### src/rtl/npc_unit.sv
// Registered PC and next-PC generator: sequential, branch, jump, register-jump,
// stall hold, exception entry/return. NPC_ALIGN_CHECK_EN adds misaligned-jr trapping.
module npc_unit #(
    parameter int             WIDTH      = 32,
    parameter logic [WIDTH-1:0] RESET_PC   = 32'h0000_3000,
    parameter logic [WIDTH-1:0] EXC_VECTOR = 32'h0000_4180,
    parameter int             OFFSET_W   = 16,
    parameter int             INDEX_W    = 26
) (
    input  logic                clk,
    input  logic                reset,
    input  logic                stall,
    input  logic                branch,
    input  logic [OFFSET_W-1:0] br_offset,
    input  logic                jump,
    input  logic [INDEX_W-1:0]  jump_index,
    input  logic                jr,
    input  logic [WIDTH-1:0]    jr_target,
    input  logic                exc_req,
    input  logic                eret,
    output logic [WIDTH-1:0]    pc,
    output logic [WIDTH-1:0]    pc4,
    output logic [WIDTH-1:0]    epc,
    output logic [WIDTH-1:0]    bad_addr,
    output logic                adel
);

    logic [WIDTH-1:0] br_tgt;
    logic [WIDTH-1:0] j_tgt;
    logic [WIDTH-1:0] npc_flow;
    logic             misalign;
    logic             exc_take;

    assign pc4    = pc + WIDTH'(4);
    assign br_tgt = pc4 + {{(WIDTH-OFFSET_W-2){br_offset[OFFSET_W-1]}}, br_offset, 2'b00};
    assign j_tgt  = {pc4[WIDTH-1:INDEX_W+2], jump_index, 2'b00};

    // Control-flow source when no exception, eret or stall overrides it
    always_comb begin
        npc_flow = pc4;
        if (jr)
            npc_flow = jr_target;
        else if (jump)
            npc_flow = j_tgt;
        else if (branch)
            npc_flow = br_tgt;
    end

`ifdef NPC_ALIGN_CHECK_EN
    assign misalign = jr && !exc_req && !eret && !stall && (jr_target[1:0] != 2'b00);

    always_ff @(posedge clk) begin
        if (reset) begin
            bad_addr <= '0;
            adel     <= 1'b0;
        end else begin
            adel <= misalign;
            if (misalign)
                bad_addr <= jr_target;
        end
    end
`else
    assign misalign = 1'b0;
    assign bad_addr = '0;
    assign adel     = 1'b0;
`endif

    assign exc_take = exc_req || misalign;

    always_ff @(posedge clk) begin
        if (reset) begin
            pc  <= RESET_PC;
            epc <= '0;
        end else if (exc_take) begin
            pc  <= EXC_VECTOR;
            epc <= pc;
        end else if (eret) begin
            pc <= epc;
        end else if (!stall) begin
            pc <= npc_flow;
        end
    end

endmodule

### config.mk
export PLATFORM = sky130hd
export DESIGN_NAME = npc_unit
export DESIGN_NICKNAME = d
export VERILOG_FILES = /design/src/rtl/npc_unit.sv
export SDC_FILE = /design/constraint.sdc
export NUM_CORES = 1
export LEC_CHECK = 0
export ABC_AREA = 1
export CAP_MARGIN = 15
export CORE_MARGIN = 8
export CORE_UTILIZATION = 53
export CTS_BUF_LIST = sky130_fd_sc_hd__clkbuf_2 sky130_fd_sc_hd__clkbuf_4 sky130_fd_sc_hd__clkbuf_8
export CTS_CLUSTER_DIAMETER = 80
export CTS_CLUSTER_SIZE = 12
export DETAILED_ROUTE_END_ITERATION = 12
export GPL_TIMING_DRIVEN = 0
export PLACE_DENSITY_LB_ADDON = 0.25
export SYNTH_ARGS = -nofsm -noshare
export SYNTH_HDL_FRONTEND = slang
export SYNTH_SLANG_ARGS = --single-unit
### constraint.sdc
create_clock -name clk -period 8.1 [get_ports clk]
set_clock_uncertainty 0.05 [all_clocks]
set_input_delay 0.81 -clock clk [delete_from_list [all_inputs] [get_ports clk]]
set_output_delay 0.81 -clock clk [all_outputs]
set_load 0.02 [all_outputs]
==> impl_summary.log, run 1 <==
[metrics] CP endpoint kind: primary output
[metrics] list of most frequent post-synthesis cells: 385 x sky130_fd_sc_hd__nand2_1, 178 x sky130_fd_sc_hd__inv_1, 166 x sky130_fd_sc_hd__nor2_1
[metrics] number of register bits inferred by synthesis: 64
[metrics] final global-route overflow total: 0
[metrics] detailed-route wire length per cell: 16.7 µm
[metrics] area of all sequential standard cells: 0.00128 mm²
[metrics] unrepaired setup endpoints after global routing: no
[metrics] die height: 128 µm
[metrics] GR met3 Demand/Resource: 5.46%
[metrics] total power per unit cell area: 108 mW/mm²
[metrics] most used routing layer in global routing: met2
[metrics] H-tree depth reported by CTS: 3
[metrics] drt initial violations: 795
[metrics] cell accounting for the most synthesized area: sky130_fd_sc_hd__nand2_1
[metrics] All-Layer GR Usage: 31.9%
[metrics] data arrival time of the worst path: 2.91 ns
[metrics] r2r setup slk: ~4.5 ns
[metrics] top achievable clock speed: about 270 MHz
[metrics] RePlAce Congestion: a little under 1
[metrics] total length of routed wires: ~27 mm
[metrics] FP Rows: 41
[metrics] crit path time final: 3.77 ns
[metrics] main combinational cell family by area after synthesis: simple AND/OR/NAND/NOR gates
[metrics] endpoint required time on the critical path: 7.24 ns
[metrics] total area of multi-input combinational cells: 0.00447 mm²
[metrics] fraction of layout cells with a size suffix above 1: under 10%
[metrics] synth top area cells: sky130_fd_sc_hd__nand2_1 22%, sky130_fd_sc_hd__dfxtp_1 19%, sky130_fd_sc_hd__inv_1 10%, sky130_fd_sc_hd__nor2_1 9.3%, sky130_fd_sc_hd__a21oi_1 7.7%
[metrics] class of the worst hold path: flip-flop to flip-flop
[metrics] area of the placeable core: 0.0125 mm²
[metrics] number of maximum-capacitance constraint violations: 0
[metrics] worst slew pin tran: 0.935 ns
[metrics] clock tree from TritonCTS: done
[metrics] met2 usage in global routing: 54.6%
[metrics] Worst IR Drop VDD: 0.140 mV
[metrics] Synth top area share: between 20% and 30%
[metrics] final instance count without filler cells: between 1500 and 2000
[metrics] synthesized-area fraction occupied by ao, oa, aoi and oai cells: 16.5%
[metrics] number of optimization iterations in the first detailed-route pass: 6
[metrics] Layout Area Growth over Synthesis: 33.5%
[metrics] unique cell type count in the Yosys netlist: 34
[metrics] count of buffers inserted at the top-level ports: 175
[metrics] setup violation total in the final timing report: 0
[metrics] met1 Resource Use GR: 38.0%
[metrics] R2R depth: 22
[metrics] post-cts sizing count: 0
[metrics] Setup Fix Bufs, Post-CTS: 0
[metrics] reg-to-reg critical path startpoint: pc[3]
[metrics] Crit Path Category: flip-flop to primary output
[metrics] result of the run: complete, no violations
[metrics] maximum clock insertion buffer count: 2
[metrics] Mapped Area: about 0.0067 mm²
[metrics] total count of hold-check failures in the final report: 0
[metrics] crit path max fanout: 6
[metrics] Clk Latency, worst-skew pair: 0.35 ns
[metrics] hold-critical path endpoint: pc[3]
[metrics] number of synthesis warnings: 0
[metrics] R2R Path End: pc[27]
[metrics] Chip Width: 128 µm
[metrics] most repeated cell in the gate-level netlist after synthesis: sky130_fd_sc_hd__nand2_1
[metrics] placed cell area: between 0.008 and 0.009 mm²
[metrics] syn_area_per_cell: 5.47 µm²
[metrics] post-synthesis share of cell area spent on and, or, nand and nor gates: around 39%
[metrics] count of antenna diodes in the layout: 0
[metrics] final critical-path share of the clock period: 46.5%
[metrics] overall die area: 0.0165 mm²
[metrics] Clock Root Buffer: sky130_fd_sc_hd__clkbuf_8
[metrics] area share of fa/ha/maj cells after synthesis: 7.01%
[metrics] leakage power total: 4.31 nW
[metrics] fraction of the yosys area taken by sequential cells: 19.1%
[metrics] DRC violations left: 0
[metrics] vias in the first global route: 8055
[metrics] total CTS buffers: 9
[metrics] post-synthesis xor/xnor area fraction: 2.09%
[metrics] antenna violations before repair: 0
[metrics] total of fill cells in the finished design: around 1200
[metrics] number of pins with negative max-slew slack in the final report: 0
[metrics] fraction of synthesized area in multiplexers: 0%
[metrics] number of top-level design ports: between 200 and 250
[metrics] detailed placer's ending HPWL: 22.7 mm
[metrics] Finished Cell Area: 0.00895 mm²
[metrics] final net count: 1564
[metrics] CTS Hold Bufs: 0
[metrics] number of cells traversed by the worst hold path: 2
[metrics] mean number of vias per cell: 5.30
[metrics] setup_tns: 0 ns
[metrics] critical path launch point type: flip-flop
[metrics] final antenna-violating net count: 0
[metrics] ys flop type: sky130_fd_sc_hd__dfxtp_1
[metrics] wire length of the first global-routing pass: just over 40 mm
[metrics] number of clock sinks seen by CTS: 64
[metrics] EDFF count, synth: 0
[metrics] Mapped Cells: 1227
[metrics] pin count of the biggest net entering global routing: 22
[metrics] Slew HR: a little under two fifths
[metrics] count of vias placed by the detailed router: 8593
[metrics] clock edge transition at the registers on the reported setup and hold paths: 0.07 ns
[metrics] Initial Util: approximately 54%
[metrics] hold wc startpoint: epc[3]
[metrics] Async SR Flop Fraction: 0%
[metrics] Post-Place Cells: approximately 1600
## power breakdown
part           leakage (nW)  switching (mW)  internal, mW
sequential            0.526          0.0201         0.331
clock                0.0889           0.122         0.110
combinational          3.70           0.229         0.152
total                  4.31           0.371         0.593
## logic make-up after synthesis
kind of cell    count (synthesis)
compound gates                208
xor+xnor                       16
fa+ha+maj                      37
buf+inv                       249
flops                          64
other cells                     1
simple gates                  652
## through the flow
stage               utilization (%)  setup slack, ns  power [mW]  hold slack [ns]
floorplan                         -             4.90       0.574            0.514
global placement               70.5             4.22       0.724            0.430
detailed placement             70.5             4.19       0.727            0.437
CTS                            71.8             4.37       0.951            0.446
global route                   71.8             4.17        1.01            0.463
finish                         71.8             4.33       0.963            0.445
## cell usage in the layout (no fill, tap or decap), drive strengths merged, types with 2 or more instances in the layout
cell type and count:
ha 36, buf 38, o211ai 10, dfxtp 64
nor2 173, clkinv 7, nand2 390, clkbuf 39
conb 33, clkdlybuf4s50 175, nand3b 2, nand3 62
o221ai 2, o21ai 75, nor3 9, inv 180
o21bai 4, nand4 15, a31oi 9, a21oi 104
xor2 15, o22ai 3
## cell type report
type | instances | area share (%)
Multi-Input combinational cell | 946 | 50.0
Tap cell | 172 | 2.40
Buffer | 67 | 4.35
Timing Repair Buffer | 175 | 19.6
Clock buffer | 10 | 1.47
Sequential cell | 64 | 14.3
Clock inverter | 5 | 0.280
Inverter | 182 | 7.63
## registers in the layout, summed over array words and instances (netlist names)
register,flops
pc,32
epc,32
## worst max-delay path by stage
| stage | start | to | depth (start not counted) |
|---|---|---|---|
| after global routing | pc[3] | pc4[30] | 10 |
| after global placement | br_offset[15] | pc[24] | 13 |
| after floorplan | pc[3] | pc[30] | 19 |
| after detailed placement | br_offset[15] | pc[24] | 13 |
| final | pc[3] | pc4[10] | 8 |
| after CTS | pc[3] | pc4[10] | 8 |
## routing by layer
metal	vias up	part of all wire, %	wire length [µm]
li1	4244	-	-
met1	3795	40	10900
met2	467	47	12700
met3	87	8.6	2320
met4	0	4.4	1180
met5	-	0	0
## worst max-delay path: stages (launching register included)
cell                              delay [ns]
sky130_fd_sc_hd__dfxtp_1                0.46
sky130_fd_sc_hd__ha_1                   0.37
sky130_fd_sc_hd__nand2_1                0.13
sky130_fd_sc_hd__nor2_2                 0.17
sky130_fd_sc_hd__nand2_1                0.10
sky130_fd_sc_hd__inv_1                  0.16
sky130_fd_sc_hd__nor2_1                 0.06
sky130_fd_sc_hd__a21oi_1                0.41
sky130_fd_sc_hd__clkdlybuf4s50_1        0.70
Power figures use the tool's default switching activity.
==> inputs of run 2 (changes only) <==
--- a/config.mk
+++ b/config.mk
@@ -8,7 +8,7 @@
 export ABC_AREA = 1
 export CAP_MARGIN = 15
 export CORE_MARGIN = 8
-export CORE_UTILIZATION = 53
+export CORE_UTILIZATION = 49
 export CTS_BUF_LIST = sky130_fd_sc_hd__clkbuf_2 sky130_fd_sc_hd__clkbuf_4 sky130_fd_sc_hd__clkbuf_8
 export CTS_CLUSTER_DIAMETER = 80
 export CTS_CLUSTER_SIZE = 12
==> constraint.sdc (replaced) <==
create_clock -name clk -period 3.89 [get_ports clk]
set_clock_uncertainty 0.05 [all_clocks]
set_input_delay 0.389 -clock clk [delete_from_list [all_inputs] [get_ports clk]]
set_output_delay 0.389 -clock clk [all_outputs]
set_load 0.02 [all_outputs]
==> run 2 against run 1 <==
Net effect: combinational power rose by 110%; highest routed layer unchanged; worst hold slack got worse by 0.0017 ns; largest power group unchanged; cell count increased by 0.31%; wire length fell by 0.29%.
==> impl_summary.log, run 2 (synthesized netlist as in run 1, its figures left out) <==
[metrics] result of the run: complete, no violations (unchanged)
[metrics] total length of routed wires: 27.0 mm (was 27.1 mm)
[metrics] top achievable clock speed: 276 MHz
[metrics] number of maximum-capacitance constraint violations: 0 (unchanged)
[metrics] crit path time final: 3.62 ns
[metrics] number of optimization iterations in the first detailed-route pass: 5 (was 6)
[metrics] endpoint required time on the critical path: 4.05 ns (was 7.24 ns)
[metrics] pin count of the biggest net entering global routing: 22 (unchanged)
[metrics] post-cts sizing count: 0 (unchanged)
[metrics] Worst Hold Slack: 0.443 ns (was 0.445 ns)
[metrics] leading cell types in the layout, fill and taps excluded: 385 x sky130_fd_sc_hd__nand2_1, 178 x sky130_fd_sc_hd__inv_1, 175 x sky130_fd_sc_hd__clkdlybuf4s50_1, 166 x sky130_fd_sc_hd__nor2_1, 103 x sky130_fd_sc_hd__a21oi_1 (unchanged)
[metrics] final antenna-violating net count: 0 (unchanged)
[metrics] worst slew pin tran: 0.942 ns (was 0.935 ns)
[metrics] Chip Width: 133 µm (was 128 µm)
[metrics] wire length of the first global-routing pass: 41.7 mm (was 41.4 mm)
[metrics] vias in the first global route: 8030 (was 8055)
[metrics] overall die area: 0.0177 mm² (was 0.0165 mm²)
[metrics] total CTS buffers: 9 (unchanged)
[metrics] mean number of vias per cell: 5.32 (was 5.30)
[metrics] number of top-level design ports: 211 (unchanged)
[metrics] hold wc startpoint: epc[0] (was epc[3])
[metrics] unrepaired setup endpoints after global routing: no (unchanged)
[metrics] Crit Path Category: flip-flop to flip-flop (was flip-flop to primary output)
[metrics] Layout Area Growth over Synthesis: 34.4% (was 33.5%)
[metrics] crit path max fanout: 6 (unchanged)
[metrics] critical path launch point type: flip-flop (unchanged)
[metrics] Top Registers: epc: 32 flops, pc: 32 flops (unchanged)
[metrics] die height: 133 µm (was 128 µm)
[metrics] total power per unit cell area: 235 mW/mm² (was 108 mW/mm²)
[metrics] clock tree from TritonCTS: done (unchanged)
[metrics] Post-Place Cells: 1610 (was 1606)
[metrics] area of the placeable core: 0.0133 mm² (was 0.0125 mm²)
[metrics] count of buffers inserted at the top-level ports: 175 (unchanged)
[metrics] leakage power total: 4.34 nW (was 4.31 nW)
[metrics] final instance count without filler cells: 1626 (was 1621)
[metrics] fraction of layout cells with a size suffix above 1: 5.03% (was 4.90%)
[metrics] CTS Hold Bufs: 0 (unchanged)
[metrics] data arrival time of the worst path: 3.78 ns (was 2.91 ns)
[metrics] CP endpoint kind: flip-flop (was primary output)
[metrics] reg-to-reg critical path startpoint: pc[3] (unchanged)
[metrics] setup_tns: 0 ns (unchanged)
[metrics] final global-route overflow total: 0 (unchanged)
[metrics] detailed placer's ending HPWL: 22.6 mm (was 22.7 mm)
[metrics] class of the worst hold path: flip-flop to flip-flop (unchanged)
[metrics] Worst IR Drop VDD: 0.272 mV (was 0.140 mV)
[metrics] most common cell after layout, fill and taps aside: sky130_fd_sc_hd__nand2_1 (unchanged)
[metrics] number of pins with negative max-slew slack in the final report: 0 (unchanged)
[metrics] count of vias placed by the detailed router: 8643 (was 8593)
[metrics] total count of hold-check failures in the final report: 0 (unchanged)
[metrics] Clock Root Buffer: sky130_fd_sc_hd__clkbuf_8 (unchanged)
[metrics] Initial Util: 50.4% (was 53.8%)
[metrics] Setup Fix Bufs, Post-CTS: 0 (unchanged)
[metrics] RePlAce Congestion: 0.993 (was 0.969)
[metrics] count of antenna diodes in the layout: 0 (unchanged)
[metrics] All-Layer GR Usage: 29.2% (was 31.9%)
[metrics] final net count: 1564 (unchanged)
[metrics] DRC violations left: 0 (unchanged)
[metrics] H-tree depth reported by CTS: 3 (unchanged)
[metrics] drt initial violations: 706 (was 795)
[metrics] number of clock sinks seen by CTS: 64 (unchanged)
[metrics] antenna violations before repair: 0 (unchanged)
[metrics] maximum clock insertion buffer count: 2 (unchanged)
[metrics] FP Rows: 42 (was 41)
[metrics] total power draw: 2.12 mW (was 963 µW)
[metrics] Slew HR: 37.0% (was 37.5%)
[metrics] startpoint of the worst setup timing path: pc[3] (unchanged)
[metrics] final critical-path share of the clock period: 93.1%
[metrics] clock edge transition at the registers on the reported setup and hold paths: 0.07 ns (about the same)
[metrics] setup violation total in the final timing report: 0 (unchanged)
[metrics] total of fill cells in the finished design: 1273 (was 1154)
[metrics] detailed-route wire length per cell: 16.6 µm (was 16.7 µm)
[metrics] Clk Latency, worst-skew pair: 0.35 ns (about the same)
## run 2: cell count changes in the layout (fill, tap and decap cells not counted)
cell / delta
sky130_fd_sc_hd__xor2_2: +1
sky130_fd_sc_hd__bufinv_16: +1
sky130_fd_sc_hd__clkbuf_4: +1
sky130_fd_sc_hd__clkinv_2: -3
sky130_fd_sc_hd__clkbuf_8: +2
sky130_fd_sc_hd__xor2_1: -1
## run 2: path summary, 6_finish.rpt
check | to | slack [ns] | cells past startpoint
min | pc[0] | 0.44 | 2
max | pc[30] | 0.27 | 19
min reg2reg | pc[0] | 0.44 | 2
max reg2reg | pc[30] | 0.27 | 19
## run 2: per-layer routing
metal  global-route usage [%]  wire, µm  vias up
met5                        0         0        -
met3                     5.41      2380       70
met4                     14.4      1160        0
met2                     48.9     12700      483
met1                     35.1     10800     3851
li1                         -         -     4239
## run 2: cell type report
cell class / instances / area (µm²) / area share, %
plain buffers: 67 / 389 / 4.32
clock inverters: 3 / 40.0 / 0.444
repair buffers: 175 / 1750 / 19.4
clock buffers: 13 / 166 / 1.85
flip-flops and latches: 64 / 1280 / 14.2
multi-input cells: 946 / 4480 / 49.7
well taps: 176 / 220 / 2.44
inverters: 182 / 683 / 7.58
## run 2: stage by stage
step	utilization (%)	instance area (µm²)	setup WS, ns
2_1_floorplan	-	6830	0.692
3_3_place_gp	66.2	8800	0.376
3_5_place_dp	66.2	8800	0.369
4_1_cts	67.7	9000	0.349
5_1_grt	67.8	9010	0.00821
6_report	67.8	9010	0.268
## run 2: worst max-delay path, stage by stage, from the launching register on
cell	delay, ns
sky130_fd_sc_hd__dfxtp_1	0.47
sky130_fd_sc_hd__ha_1	0.36
sky130_fd_sc_hd__nand2_1	0.13
sky130_fd_sc_hd__nor2_1	0.38
sky130_fd_sc_hd__xor2_1	0.28
sky130_fd_sc_hd__inv_1	0.13
sky130_fd_sc_hd__ha_1	0.37
sky130_fd_sc_hd__nand2_1	0.09
sky130_fd_sc_hd__nor2_1	0.15
sky130_fd_sc_hd__nand3_1	0.08
sky130_fd_sc_hd__nand2_1	0.16
sky130_fd_sc_hd__nand2_1	0.07
sky130_fd_sc_hd__nand2_1	0.14
sky130_fd_sc_hd__nand2_1	0.09
sky130_fd_sc_hd__nand2_1	0.07
sky130_fd_sc_hd__nand2_1	0.04
sky130_fd_sc_hd__nand3_1	0.09
sky130_fd_sc_hd__nand2_1	0.12
sky130_fd_sc_hd__a21oi_1	0.15
sky130_fd_sc_hd__nor2_1	0.05
## run 2: power by group
| part | switching (mW) | leakage (nW) | total [mW] | internal [mW] |
|---|---|---|---|---|
| combinational | 0.475 | 3.70 | 0.792 | 0.317 |
| clock | 0.250 | 0.110 | 0.593 | 0.343 |
| sequential | 0.0422 | 0.526 | 0.731 | 0.689 |
